[src/rtl/reset_release_sequencer_pkg.sv]
// reset_sequencer_pkg: shared FSM states, counter sizing and stage-index width for the reset sequencer
package reset_sequencer_pkg;
  typedef enum logic [1:0] {HOLD, DELAY, WAIT, RUN} seq_state_e;
  localparam int STAGE_IDX_W = 4;
  function automatic int cnt_width(input int a, input int b, input int c);
    int m;
    m = a > b ? a : b;
    m = m > c ? m : c;
    return $clog2(m + 1);
  endfunction
endpackage

[src/rtl/reset_release_sequencer_if.sv]
// reset_release_sequencer_if: per-domain reset/ack bundle plus clock enable and status
interface reset_release_sequencer_if #(
  parameter int Stage_Count = 4
);
  logic [Stage_Count-1:0] stage_ready;
  logic [Stage_Count-1:0] sync_rst;
  logic [Stage_Count-1:0] timeout_fault;
  logic                   clk_en;
  logic                   sequence_done;
  modport master (input stage_ready, output sync_rst, timeout_fault, clk_en, sequence_done);
  modport slave  (output stage_ready, input sync_rst, timeout_fault, clk_en, sequence_done);
endinterface

[src/rtl/reset_release_sequencer_sync.sv]
// reset_synchronizer: async-assert / sync-deassert reset chain
module reset_synchronizer #(
  parameter int Stages = 2
) (
  input  logic clk,
  input  logic rst_i,
  output logic rst_o
);
  logic [Stages-1:0] chain_q;
  // shift zeros in once the asynchronous reset is gone
  always_ff @(posedge clk or posedge rst_i)
    if (rst_i) chain_q <= '1;
    else chain_q <= {chain_q[Stages-2:0], 1'b0};
  assign rst_o = chain_q[Stages-1];
endmodule

[src/rtl/reset_release_sequencer.sv]
// reset_release_sequencer: releases downstream reset domains in order, then starts the clock enable
module reset_release_sequencer
  import reset_sequencer_pkg::*;
#(
  parameter int Stage_Count          = 4,
  parameter int Sync_Stages          = 2,
  parameter int Stage_Delay_Cycles   = 8,
  parameter int Ready_Timeout_Cycles = 64,
  parameter int Clk_En_Divide        = 1
) (
  input logic clk,
  input logic async_rst,
  reset_release_sequencer_if.master bus
);
  localparam int CW = cnt_width(Stage_Delay_Cycles, Ready_Timeout_Cycles, Clk_En_Divide);
  localparam logic [CW-1:0] DLY_LAST = CW'(Stage_Delay_Cycles - 1);
  localparam logic [CW-1:0] TO_LAST  = CW'(Ready_Timeout_Cycles - 1);
  localparam logic [CW-1:0] EN_LAST  = CW'(Clk_En_Divide - 1);
  localparam logic [CW-1:0] CNT_MAX  = '1;
  localparam logic [STAGE_IDX_W-1:0] IDX_LAST = STAGE_IDX_W'(Stage_Count - 1);

  seq_state_e             state_q, state_d;
  logic [STAGE_IDX_W-1:0] idx_q, idx_d;
  logic [CW-1:0]          cnt_q, cnt_d, cnt_inc;
  logic [Stage_Count-1:0] sync_rst_q, sync_rst_d, fault_q, fault_d, sel;
  logic                   clk_en_q, clk_en_d, done_q, done_d;
  logic                   rst_sync, ready, rel, adv, to, last;

  reset_synchronizer #(.Stages(Sync_Stages)) u_sync (
    .clk  (clk),
    .rst_i(async_rst),
    .rst_o(rst_sync)
  );

  // The synchronizer output is seen one edge after it drops, so HOLD hands DELAY a pre-counted
  // cycle; with a single-cycle delay stage 0 is released straight from HOLD.
  assign sel     = Stage_Count'(1) << idx_q;
  assign cnt_inc = (cnt_q == CNT_MAX) ? cnt_q : cnt_q + 1'b1;
  assign ready   = |(bus.stage_ready & sel);
  assign last    = idx_q == IDX_LAST;
  assign rel     = (state_q == DELAY && cnt_q == DLY_LAST) ||
                   (state_q == HOLD && !rst_sync && Stage_Delay_Cycles == 1);
  assign to      = state_q == WAIT && !ready && cnt_q == TO_LAST;
  assign adv     = state_q == WAIT && (ready || cnt_q == TO_LAST);

  // next-state: count delays/timeouts, release the current stage, advance on ack or timeout
  always_comb begin
    state_d    = state_q;
    idx_d      = idx_q;
    cnt_d      = cnt_inc;
    sync_rst_d = sync_rst_q;
    fault_d    = fault_q;
    clk_en_d   = clk_en_q;
    done_d     = done_q;
    case (state_q)
      HOLD: begin
        state_d = rst_sync ? HOLD : DELAY;
        cnt_d   = rst_sync ? '0 : CW'(1);
      end
      RUN: begin
        cnt_d    = (cnt_q == EN_LAST) ? '0 : cnt_inc;
        clk_en_d = cnt_q == EN_LAST;
      end
      default: ;
    endcase
    if (rel) begin
      state_d    = WAIT;
      cnt_d      = '0;
      sync_rst_d = sync_rst_q & ~sel;
    end
    if (adv) begin
      state_d  = last ? RUN : DELAY;
      idx_d    = last ? idx_q : idx_q + 1'b1;
      cnt_d    = '0;
      fault_d  = fault_q | (to ? sel : '0);
      done_d   = last;
      clk_en_d = last;
    end
  end

  // state and registered outputs, all cleared immediately by the incoming reset
  always_ff @(posedge clk or posedge async_rst)
    if (async_rst) begin
      state_q    <= HOLD;
      idx_q      <= '0;
      cnt_q      <= '0;
      sync_rst_q <= '1;
      fault_q    <= '0;
      clk_en_q   <= 1'b0;
      done_q     <= 1'b0;
    end else begin
      state_q    <= state_d;
      idx_q      <= idx_d;
      cnt_q      <= cnt_d;
      sync_rst_q <= sync_rst_d;
      fault_q    <= fault_d;
      clk_en_q   <= clk_en_d;
      done_q     <= done_d;
    end

  assign bus.sync_rst      = sync_rst_q;
  assign bus.timeout_fault = fault_q;
  assign bus.clk_en        = clk_en_q;
  assign bus.sequence_done = done_q;
endmodule
[src/flat_wrapper.sv]
// flat-port wrapper written by rule: the top's interface ports become plain ports
module reset_release_sequencer_flat import reset_sequencer_pkg::*;
#(
  parameter int Stage_Count          = 4,
  parameter int Sync_Stages          = 2,
  parameter int Stage_Delay_Cycles   = 8,
  parameter int Ready_Timeout_Cycles = 64,
  parameter int Clk_En_Divide        = 1
)
  (clk, async_rst, bus_stage_ready, bus_sync_rst, bus_timeout_fault, bus_clk_en, bus_sequence_done);
  reset_release_sequencer_if #(.Stage_Count(Stage_Count)) bus_i ();
  input logic clk;
  input logic async_rst;
  input wire logic [$bits(bus_i.stage_ready)-1:0] bus_stage_ready;
  output wire logic [$bits(bus_i.sync_rst)-1:0] bus_sync_rst;
  output wire logic [$bits(bus_i.timeout_fault)-1:0] bus_timeout_fault;
  output wire logic [$bits(bus_i.clk_en)-1:0] bus_clk_en;
  output wire logic [$bits(bus_i.sequence_done)-1:0] bus_sequence_done;
  assign bus_i.stage_ready = bus_stage_ready;
  assign bus_sync_rst = bus_i.sync_rst;
  assign bus_timeout_fault = bus_i.timeout_fault;
  assign bus_clk_en = bus_i.clk_en;
  assign bus_sequence_done = bus_i.sequence_done;
  reset_release_sequencer #(.Stage_Count(Stage_Count), .Sync_Stages(Sync_Stages), .Stage_Delay_Cycles(Stage_Delay_Cycles), .Ready_Timeout_Cycles(Ready_Timeout_Cycles), .Clk_En_Divide(Clk_En_Divide)) u_core (.clk(clk), .async_rst(async_rst), .bus(bus_i));
endmodule
[config.mk]
export PLATFORM = sky130hd
export DESIGN_NAME = reset_release_sequencer_flat
export DESIGN_NICKNAME = d
export VERILOG_FILES = /design/src/rtl/reset_release_sequencer_pkg.sv /design/src/rtl/reset_release_sequencer_if.sv /design/src/rtl/reset_release_sequencer_sync.sv /design/src/rtl/reset_release_sequencer.sv /design/src/flat_wrapper.sv
export SDC_FILE = /design/constraint.sdc
export NUM_CORES = 1
export LEC_CHECK = 0
export BUFFER_PORTS_ARGS = -buffer_cell sky130_fd_sc_hd__buf_2
export CORE_UTILIZATION = 25
export DETAILED_ROUTE_END_ITERATION = 10
export PLACE_DENSITY = 0.51
export SLEW_MARGIN = 20
export SYNTH_ARGS = -nofsm -noshare
export SYNTH_HDL_FRONTEND = slang
export SYNTH_HIERARCHICAL = 1
export SYNTH_SLANG_ARGS = --single-unit
[constraint.sdc]
create_clock -name clk -period 3.5 [get_ports clk]
set_clock_uncertainty 0.15 [all_clocks]
set_input_delay 0.175 -clock clk [delete_from_list [all_inputs] [get_ports clk]]
set_output_delay 0.175 -clock clk [all_outputs]
set_load 0.01 [all_outputs]
# --- Word-level counts from Yosys, hierarchy flattened ---
# Index checks and enable logic that the tools add are counted.
# W data, S select, Z words.
totals:
  regBits: 25
  inputBits: 6
  output_inout_bits: 10
  elab_cells: 49
op_classes:
  n_reduce_logical: 12
  muxes: 14
  n_bitwise: 5
  n_shift: 1
  n_addsub: 2
  n_eq_ne: 7
ops:
  columns: ["operator", "count"]
  rows:
  - ["$mux W7", 4]
  - ["$pmux W7 S2", 1]
  - ["$and A4 B4 Y4", 2]
  - ["$mux W2", 4]
  - ["$add A7 B1 Y7 const B", 1]
  - ["$eq A7 B3 Y1 const B", 1]
  - ["$eq A7 B6 Y1 const B", 1]
  - ["$eq A7 B7 Y1 const B", 1]
  - ["$logic_not A7 Y1", 1]
  - ["$add A4 B1 Y4 const B", 1]
  - ["$eq A2 B2 Y1 const B", 2]
  - ["$eq A4 B2 Y1 const B", 1]
  - ["$logic_and A1 B1 Y1", 4]
  - ["$mux W1", 4]
  - ["$mux W4", 1]
  - ["$not A4 Y4", 1]
  - ["$or A4 B4 Y4", 1]
  - ["$reduce_or A4 Y1", 1]
  - ["$shl A1 B4 Y4 const A", 1]
  - ["$reduce_bool A3 Y1", 1]
  - ["$eq A2 B1 Y1 const B", 1]
  - ["$logic_not A2 Y1", 1]
  - ["$reduce_and A2 Y1", 1]
  - ["$reduce_bool A2 Y1", 1]
  - ["3 further kinds", 3]

# --- Longest topological paths before layout ---
# Gate-level depths: netlist of the first run.
logic_depth:
  depth_word: 8
  ltp_mapped: 6

# --- By module ---
# Netlist of the first run, hierarchy kept.
by_module_without_submodules:
  columns: ["module", "area_each_um2", "instances", "cells_per_inst"]
  rows:
  - ["reset_release_sequencer", 1270.0, 1, 117]
  - ["reset_synchronizer", 60.1, 1, 4]

# --- Worst setup path after synthesis of the first run ---
# OpenSTA, ideal clock, no wires.
synth_path:
  path_kind: "reg2reg"
  from: "register u_core.cnt_q[0]"
  to: "register u_core.idx_q[1]"
  synth_period_minus_slack_ns: 2.095
  setup_ns: 0.125
  required_time_ns: 3.225
  n_path_buf: 1
  setup_slack_ns: 1.405
  arrival_ns: 1.820
  stages_incl_launch_ff: 7
  cell_sequence: "dfrtp_1 ha_1 nand3_4 or3_1 buf_6 a211oi_4 mux2_4"
synth_via:
  elab_chain_len: 4
synth_rtl:
  columns: ["element", "line_no", "source"]
  rows:
  - ["start: declaration", "reset_release_sequencer.sv:24", "logic [CW-1:0] cnt_q, cnt_d, cnt_inc;"]
  - ["start signal: assignment", "reset_release_sequencer.sv:94", "cnt_q <= cnt_d;"]
  - ["$eq A7 B6 Y1", "reset_release_sequencer.sv:44", "assign adv = state_q == WAIT && (ready || cnt_q == TO_LAST);"]
  - ["$logic_or A1 B1 Y1", "reset_release_sequencer.sv:44", null]
  - ["$logic_and A1 B1 Y1", "reset_release_sequencer.sv:44", null]
  - ["$reduce_and A2 Y1 (no source line)", null, null]
  - ["end signal: assignment", "reset_release_sequencer.sv:93", "idx_q <= idx_d;"]
  - ["end: declaration", "reset_release_sequencer.sv:23", "logic [STAGE_IDX_W-1:0] idx_q, idx_d;"]
# Every way passes these cells.
# A chain may end at the register's enable or synchronous reset.

# --- Worst setup path after layout of the first run ---
# Same ends and word-level chain as after synthesis.

==> results of run 1 <==
## layer usage
metal / vias to the layer above / wire [um] / GRT usage, %
li1: 474 / - / -
met4: 0 / 13 / 2.52
met5: - / 0 / 0
met3: 2 / 65 / 2.14
met1: 452 / 1320 / 14.7
met2: 10 / 1090 / 13.4
## synth_stat cells (3+ instances only)
cell and number:
dfrtp_1 19, inv_1 11, ha_1 7, nor2_1 7, dfstp_2 6, nor3_1 6
o21ai_0 6, nand3_1 4, a211oi_1 3, a21o_1 3, a21oi_1 3, mux2i_1 3
nand2_1 3
## logic make-up (layout without fill, tap and decap cells)
kind of cell    count (synthesis)  after routing
compound gates                 30             30
xor+xnor                        2              2
fa+ha+maj                       7              7
buf+inv                        13             31
flops                          25             25
mux                             6              6
other cells                     1              1
simple gates                   37             37
## metrics by stage
step / area [sq um] / std cells / utilization [%] / setup WS [ps]
finish: 1530 / 209 / 30.0 / 1190
global route: 1530 / 209 / 30.0 / 1110
CTS: 1530 / 209 / 30.0 / 1200
detailed placement: 1480 / 204 / 28.9 / 1220
global placement: 1480 / 204 / 28.9 / 1280
floorplan: 1330 / 121 / - / 1410
## flip-flops by register name, summed over array words and instances, names as in the netlist
register and count:
u_core/bus.clk_en 1, u_core/bus.sequence_done 1, u_core/bus.sync_rst 4, u_core/bus.timeout_fault 4, u_core/cnt_q 7, u_core/idx_q 4
u_core/state_q 2, u_core/u_sync/chain_q 2
## power by group through the flow
stage / Clock [W] / Combinational, W / Sequential [W]
6_report: 0.000171 / 0.0000102 / 0.000291
5_1_grt: 0.000185 / 0.0000120 / 0.000292
4_1_cts: 0.000177 / 0.0000107 / 0.000291
3_5_place_dp: 0 / 0.00000996 / 0.000297
3_3_place_gp: 0 / 0.00000962 / 0.000297
2_1_floorplan: 0 / 0.00000542 / 0.000297
## how the worst max path moves through the flow
stage / endpoint / slack [ps]
5_1_grt: u_core/idx_q[1] / 1110
3_5_place_dp: u_core/idx_q[1] / 1220
4_1_cts: u_core/idx_q[1] / 1200
3_3_place_gp: u_core/idx_q[1] / 1280
2_1_floorplan: u_core/idx_q[1] / 1410
6_report: u_core/idx_q[1] / 1190
## critical path: stages (launching register included)
cell,delay (ps)
dfrtp_1,410
ha_1,290
nand3_4,130
or3_1,520
a211oi_4,360
mux2_4,330
## cell type report
cell class	instances	area, sq um	area share [%]
clock buffer	3	41.3	2.69
clock inverter	1	5.00	0.326
inverter	11	41.3	2.69
multi-input combinational	83	641	41.8
sequential	25	633	41.3
tap	70	87.6	5.71
timing repair buffer	16	85.1	5.55
==> impl_metrics.json, run 1 <==
{
  "rows": 26,
  "power.internal_w": 0.000374,
  "yosys-top-cells-area": "dfrtp_1, dfstp_2, ha_1, inv_1, mux2i_1",
  "vias_per_cell": 4.49,
  "final_cell_mix": "dfrtp_1, buf_2, inv_1",
  "clkPwrFrac_pct": 36.1,
  "rsz0062_at_grt": "false",
  "tightest_slew_ps": 865,
  "setup_viol": 0,
  "drc": 0,
  "die_h_um": 74.9,
  "outcome": "finished clean",
  "drt_iter0_markers": 9,
  "synth_warnings": 6,
  "hold_ws_ps": 212,
  "reg2reg_from": "u_core/cnt_q[0]",
  "hold_violations": 0,
  "seqPwrFrac_pct": 61.7,
  "firstDrtPassIters": 4,
  "synth_cell_type_count": 43,
  "switching_share_pct": 20.8,
  "period_needed_ps": 2310,
  "cts_tree": "built",
  "relSlewSlack_pct": 42.3,
  "clock_latency_ps": 260,
  "worstSetupEndpointType": "flop",
  "synth_fa_ha_area_share_pct": 6.59,
  "drv_slew": 0,
  "ant_nets": 0,
  "pin_count": 16,
  "min-delay-start": "u_core/u_sync/chain_q[0]",
  "clockBufferDepth": 2,
  "vias": 938,
  "fillers": 542,
  "startpoint_type": "flop",
  "yosysTopAreaCell": "dfrtp_1",
  "clkSinkCount": 25,
  "powerDensity_nw_per_um2": 308,
  "grt_max_degree": 24,
  "gp_congestion": 0.833,
  "initial_core_util_pct": 26.0,
  "fin_tns_setup_ps": 0,
  "netlist_area_sq_um": 1330,
  "cts-root-buf": "clkbuf_8",
  "yosys.area_share.simple_pct": 16.8,
  "grt_usage_pct": 9.58,
  "io_buffers": 15,
  "n_antenna_cell": 0,
  "r2r_setup_slack_ps": 1190,
  "syn_to_final_growth_pct": 15.3,
  "peakVddDrop_mv": 0.117,
  "synth_top_family_by_area": "compound AO/OA/AOI/OAI gates",
  "grt_pass1_vias": 876,
  "routedWlPerCell_um": 11.9,
  "synth_top_area_share_pct": 35.7,
  "maxCapViolCount": 0,
  "power_w": 0.000472,
  "min_path_cells": 0,
  "netlist_instances": 121,
  "synth_edf_count": 0,
  "switchingPower_w": 0.0000983,
  "r2r_end": "u_core/idx_q[1]",
  "h-tree-depth": 1,
  "drt-total-wl_mm": 2.49,
  "die_area_sq_um": 5620,
  "fmax_mhz": 434,
  "hold_path_end": "u_core/u_sync/chain_q[1]",
  "crit_type": "flop to flop",
  "synth_flop_cell": "dfrtp_1",
  "r2r_cells": 5,
  "ys_ff_latch": 25,
  "postSynthAreaPerCell_sq_um": 11.0,
  "crit_fanout": 8,
  "nets": 153,
  "drive_gt1_share_pct": 25.9,
  "async_flop_share_pct": 100,
  "leakage_nw": 0.681,
  "synth_xor_area_share_pct": 1.32,
  "arrival_ps": 2310,
  "hold_buffers": 1,
  "seq_area_frac_synth_pct": 47.6,
  "ctsResizeCount": 0,
  "crit_start": "u_core/cnt_q[0]",
  "p_comb_share_pct": 2.2,
  "min_path_type": "flop to flop",
  "coreArea_sq_um": 5110,
  "layout_commonest_cell": "dfrtp_1",
  "dp_hpwl_mm": 1.89,
  "synth_nets": 134,
  "grt_first_pass_wirelength_mm": 4.17,
  "required_ps": 3510,
  "muxShareOfSynthArea_pct": 5.08,
  "cts-buffers-inserted": 3,
  "grt_overflow_total": 0,
  "post_cts_buffers": 0,
  "synth-compound-area-share_pct": 18.1,
  "die_x_um": 74.9,
  "antenna_found_initial": 0,
  "clk_pin_slew_worst_paths_ps": 90,
  "finalCritPeriodShare_pct": 65.9
}
No activity file was read; power rests on OpenSTA's default activity.
==> run 2, diff against run 1 <==
- ABC_AREA: default -> 1
- PLACE_DENSITY: 0.51 -> 0.52
- clock period: 3.5 -> 1.9 ns (I/O delays scaled with it)
==> impl_metrics.json, run 2 <==
{
  "worstSetupEndpointType": "flop",
  "startpoint_type": "flop",
  "pin_count": 16,
  "initial_core_util_pct": 25.8,
  "clkSinkCount": 25,
  "postSynthAreaPerCell_sq_um": 8.29,
  "postLayoutCoreUtil_pct": 30.7,
  "n_antenna_cell": 0,
  "setup_viol": 0,
  "drc": 0,
  "synth_fa_ha_area_share_pct": 6.64,
  "crit_slowest_cell": "dfrtp_1",
  "powerDensity_nw_per_um2": 571,
  "required_ps": 1920,
  "h-tree-depth": 1,
  "fillers": 562,
  "drt_iter0_markers": 64,
  "dp_hpwl_mm": 2.02,
  "muxShareOfSynthArea_pct": 0,
  "coreArea_sq_um": 5110,
  "worst_path_most_repeated_cell": "nand2_1",
  "rows": 26,
  "die_area_sq_um": 5570,
  "maxCapViolCount": 0,
  "largest_register_ffs": 7,
  "cts_tree": "built",
  "crit_chain": "ha_2 > nand3_2 > nor2_2 > nand3_1 > nand2_1 > nand2_1 > a21oi_1 > nor2_1",
  "io_buffers": 15,
  "outcome": "finished clean",
  "timing.critical_path.max_delay_family": "simple AND/OR/NAND/NOR gates",
  "drv_slew": 0,
  "path_buf_inv": 0,
  "grt_overflow_total": 0,
  "cpPeakStageDelay_ps": 420,
  "finalCritPeriodShare_pct": 91.1,
  "routedWlPerCell_um": 10.2,
  "cts-root-buf": "clkbuf_8",
  "fmax_mhz": 577,
  "yosys.area_share.simple_pct": 29.4,
  "post-synth-top-count-cell": "nand2_1",
  "cts-buffers-inserted": 3,
  "synth_top_family_by_area": "simple AND/OR/NAND/NOR gates",
  "netlist_instances": 159,
  "synth_warnings": 6,
  "crit_fanout": 5,
  "yosys-top-cells-area": "dfrtp_1, dfstp_2, nand2_1, nand3_1, ha_1",
  "firstDrtPassIters": 4,
  "largest-register": "u_core/cnt_q",
  "hold_violations": 0,
  "synth_xor_area_share_pct": 0.664,
  "grt_first_pass_wirelength_mm": 4.35,
  "synth_nets": 172,
  "ys_ff_latch": 25,
  "die_x_um": 74.6,
  "synth-compound-area-share_pct": 8.44,
  "die_h_um": 74.6,
  "rsz0062_at_grt": "true",
  "clockBufferDepth": 2,
  "ant_nets": 0,
  "crit_type": "flop to flop",
  "nets": 194,
  "seq_area_frac_synth_pct": 48.0,
  "grt_max_degree": 24,
  "period_needed_ps": 1730,
  "gp_congestion": 0.782,
  "vias_per_cell": 4.15,
  "peakVddDrop_mv": 0.394,
  "synth_common_cells": "nand2_1, inv_1, dfrtp_1, nand3_1, nor2_1",
  "async_flop_share_pct": 100,
  "final_cell_mix": "nand2_1, inv_1, dfrtp_1",
  "antenna_found_initial": 0,
  "drive_gt1_share_pct": 21.1,
  "clock_latency_ps": 270,
  "yosysTopAreaCell": "dfrtp_1",
  "leakage_nw": 0.774,
  "grt_usage_pct": 10.5,
  "netlist_area_sq_um": 1320,
  "final_cells": 250,
  "vias": 1038,
  "grt_pass1_vias": 938,
  "drt-total-wl_mm": 2.54,
  "synth_cell_type_count": 22,
  "min_path_type": "input pin to flop",
  "synth_edf_count": 0,
  "power_w": 0.000895,
  "layout_commonest_cell": "nand2_1",
  "clk_pin_slew_worst_paths_ps": 90,
  "synth_top_area_share_pct": 36.1,
  "synth_flop_cell": "dfrtp_1",
  "dp.cells": 245,
  "arrival_ps": 1750,
  "syn_to_final_growth_pct": 18.9
}
[run 2: changes by cell type after synthesis, moves of 3 or more]
cell,before,now
a211oi_1,3,0
nor2_1,7,18
a21o_1,3,0
nor2_2,0,3
nand3_1,4,19
nor3_1,6,2
mux2i_1,3,0
inv_1,11,23
o21bai_1,0,4
o21a_1,0,4
nand4_1,2,5
nand2_1,3,33
[run 2: final timing paths]
| check | start | end | slack (ps) | cells past startpoint |
|---|---|---|---|---|
| min reg2reg | u_core/u_sync/chain_q[0] | u_core/u_sync/chain_q[1] | 210 | 0 |
| max reg2reg | u_core/cnt_q[0] | u_core/cnt_q[0] | 170 | 8 |
| min | bus_stage_ready[3] | u_core/cnt_q[3] | 200 | 6 |
| min in group asynchronous | async_rst | u_core/u_sync/chain_q[0] | 230 | 3 |
| max | u_core/cnt_q[0] | u_core/cnt_q[0] | 170 | 8 |
| max in group asynchronous | async_rst | u_core/bus.sync_rst[3] | 1060 | 4 |
[run 2: kinds of logic (layout without fill, tap and decap cells)]
kind of cell               count (synthesis)  after routing
and+or+nand+nor                           85             85
DFF                                       25             25
buffers and inverters                     23             44
AOI/OAI and AO/OA                         17             17
adders and majority gates                  7              7
other                                      1              1
xor gates and xnor gates                   1              1
[run 2: power breakdown]
part	switching (W)	internal [W]
clock network	0.000180	0.000154
logic	0.0000156	0.00000825
registers	0.00000108	0.000536
total	0.000197	0.000698
[run 2: tightest hold or removal path, cell delays in order]
cell	delay (ps)
buf_2	70
nand3_1	60
nand2_1	110
o21ai_2	110
nand4_4	100
nor2_1	40
[run 2: metrics by stage]
stage	cell area [sq um]	worst slack, ps	hold WS, ps	TNS [ps]
CTS	1550	111	212	0
finish	1570	168	202	0
detailed placement	1490	135	-12.7	0
global route	1570	-3.23	214	-3.23
floorplan	1320	374	-144	0
global placement	1490	137	-18.7	0
[run 2: cell type report]
type | count | area, sq um | share of cell area [%]
well taps | 70 | 87.6 | 5.59
repair buffers | 17 | 92.6 | 5.91
clock inverters | 1 | 8.76 | 0.559
clock buffers | 3 | 41.3 | 2.63
inverters | 23 | 86.3 | 5.51
multi-input cells | 111 | 618 | 39.4
flip-flops and latches | 25 | 633 | 40.4
[run 2: routing by layer]
metal,wire [um],up-vias,track usage (%)
met3,104,2,3.35
li1,-,551,-
met4,8,0,2.10
met5,0,-,0
met2,1100,15,15.6
met1,1320,470,14.9
[run 2: what timing repair did]
action / 4_1_cts / 5_1_grt
gates resized for setup: 0 / 4
buffers inserted: 0 / 0
hold buffers: 1 / 0
hold endpoints to repair: 25 / 0
setup endpoints to repair: 0 / 12
==> run 3, diff against run 2 <==
- BUFFER_PORTS_ARGS: -buffer_cell sky130_fd_sc_hd__buf_2 -> default
- DONT_BUFFER_PORTS: default -> 1
- PLACE_DENSITY: 0.52 -> 0.5
==> impl_metrics.json, run 3 (synthesized netlist as in run 2, its figures left out) <==
{
  "cpPeakStageDelay_ps": 420,
  "leakage_nw": 0.706,
  "initial_core_util_pct": 25.8,
  "required_ps": 1910,
  "timing.critical_path.max_delay_family": "simple AND/OR/NAND/NOR gates",
  "switching_share_pct": 22.3,
  "rows": 26,
  "fin_tns_setup_ps": 0,
  "grt_pass1_vias": 960,
  "setup_ws_ps": 131,
  "drt-total-wl_mm": 2.73,
  "largest_register_ffs": 7,
  "die_h_um": 74.6,
  "min_path_type": "input pin to flop",
  "crit_fanout": 6,
  "gr-max-usage-layer": "met2",
  "die_area_sq_um": 5570,
  "startpoint_type": "flop",
  "clk_pin_slew_worst_paths_ps": 90,
  "grt_max_degree": 24,
  "power.internal_w": 0.000688,
  "n_antenna_cell": 0,
  "cts_tree": "built",
  "setup_viol": 0,
  "drt_iter0_markers": 20,
  "syn_to_final_growth_pct": 12.2,
  "die_x_um": 74.6,
  "clkSinkCount": 25,
  "nets": 180,
  "fillers": 545,
  "final_cell_mix": "nand2_1, inv_1, nand3_1, dfrtp_1, nor2_1",
  "finalCritPeriodShare_pct": 93.1,
  "met3_usage_pct": 2.01,
  "seqPwrFrac_pct": 60.7,
  "coreArea_sq_um": 5110,
  "vias_per_cell": 4.21,
  "grt_first_pass_wirelength_mm": 4.46,
  "dp_slack_ps": 132,
  "drv_slew": 0,
  "io_buffers": 0,
  "p_comb_share_pct": 2.2,
  "crit_type": "flop to flop",
  "drc": 0,
  "clockBufferDepth": 2,
  "drive_gt1_share_pct": 13.3,
  "crit_chain": "buf_4 > inv_1 > ha_1 > nand3_1 > o21ai_0 > nand2_1 > nand4_2 > nor2_1",
  "outcome": "finished clean",
  "grt_usage_pct": 10.8,
  "h-tree-depth": 1,
  "layout_commonest_cell": "nand2_1",
  "period_needed_ps": 1770,
  "grt_use_met1_pct": 15.1,
  "clock_latency_ps": 270,
  "grt_overflow_total": 0,
  "routedWlPerCell_um": 11.6,
  "arrival_ps": 1780,
  "hold_violations": 0,
  "cts-root-buf": "clkbuf_8",
  "antenna_found_initial": 0,
  "rsz0062_at_grt": "false",
  "crit_slowest_cell": "dfrtp_1",
  "pin_count": 16,
  "dp_hpwl_mm": 2.03,
  "maxCapViolCount": 0,
  "worstSetupEndpointType": "flop",
  "met2_usage_pct": 16.2,
  "vias": 993,
  "path_buf_inv": 2,
  "clkPwrFrac_pct": 37.1,
  "gp_congestion": 0.792,
  "firstDrtPassIters": 4,
  "switchingPower_w": 0.000197,
  "powerDensity_nw_per_um2": 598,
  "peakVddDrop_mv": 0.268,
  "cts-buffers-inserted": 3,
  "largest-register": "u_core/cnt_q",
  "ant_nets": 0,
  "fmax_mhz": 565
}
run 3: cell types whose count changed in the layout (fill, tap and decap cells not counted), sizes merged:
cell	change
buf	-14
inv	-1
clkinv	+1
run 3: layer usage:
layer | up-vias | share of wire [%]
met5 | - | 0
met4 | 0 | 1.5
met3 | 2 | 3.0
met2 | 16 | 43
met1 | 448 | 52
li1 | 527 | -
run 3: tightest hold or removal path, stage by stage:
cell and delay, ps:
nand3_1 60, nand2_1 120, o21ai_2 90, nand3_1 90, nor2_1 70
run 3: repair_timing:
action | CTS | global route
hold buffers | 1 | 0
endpoints found under the hold margin | 25 | 0
setup buffers | 0 | 1
resized for setup | 0 | 1
setup endpoints to repair | 0 | 10
run 3: final cells by class:
type	instances	area [sq um]	share of cell area, %
Timing Repair Buffer	3	25.0	1.69
Sequential cell	25	633	42.8
Tap cell	70	87.6	5.92
Inverter	23	86.3	5.83
Multi-Input combinational cell	111	602	40.7
Clock buffer	3	41.3	2.79
Clock inverter	1	5.00	0.338
run 3: final timing paths:
| path | cells after the start | from | slack [ps] | to |
|---|---|---|---|---|
| max in group asynchronous | 3 | async_rst | 1140 | u_core/bus.sync_rst[2] |
| setup / recovery | 8 | u_core/cnt_q[0] | 130 | u_core/cnt_q[6] |
| hold reg to reg | 0 | u_core/u_sync/chain_q[0] | 210 | u_core/u_sync/chain_q[1] |
| setup reg to reg | 8 | u_core/cnt_q[0] | 130 | u_core/cnt_q[6] |
| min in group asynchronous | 2 | async_rst | 150 | u_core/u_sync/chain_q[1] |
| hold / removal | 5 | bus_stage_ready[3] | 140 | u_core/cnt_q[0] |
run 3: stage by stage:
step                instances  instance area (sq um)  hold slack, ps  total power (W)  util (%)
floorplan                 159                   1320            -144         0.000559         -
global placement          230                   1410            -133         0.000565      27.7
detailed placement        230                   1410            -132         0.000566      27.7
CTS                       235                   1470             144         0.000895      28.8
global route              236                   1480             158         0.000918      29.0
finish                    236                   1480             141         0.000885      29.0
run 3: power by group through the flow:
| stage | clock network, W | logic [W] | registers, W |
|---|---|---|---|
| floorplan | 0 | 0.0000125 | 0.000547 |
| finish | 0.000328 | 0.0000194 | 0.000537 |
| detailed placement | 0 | 0.0000184 | 0.000547 |
| global route | 0.000358 | 0.0000222 | 0.000538 |
| global placement | 0 | 0.0000183 | 0.000547 |
| CTS | 0.000337 | 0.0000203 | 0.000537 |
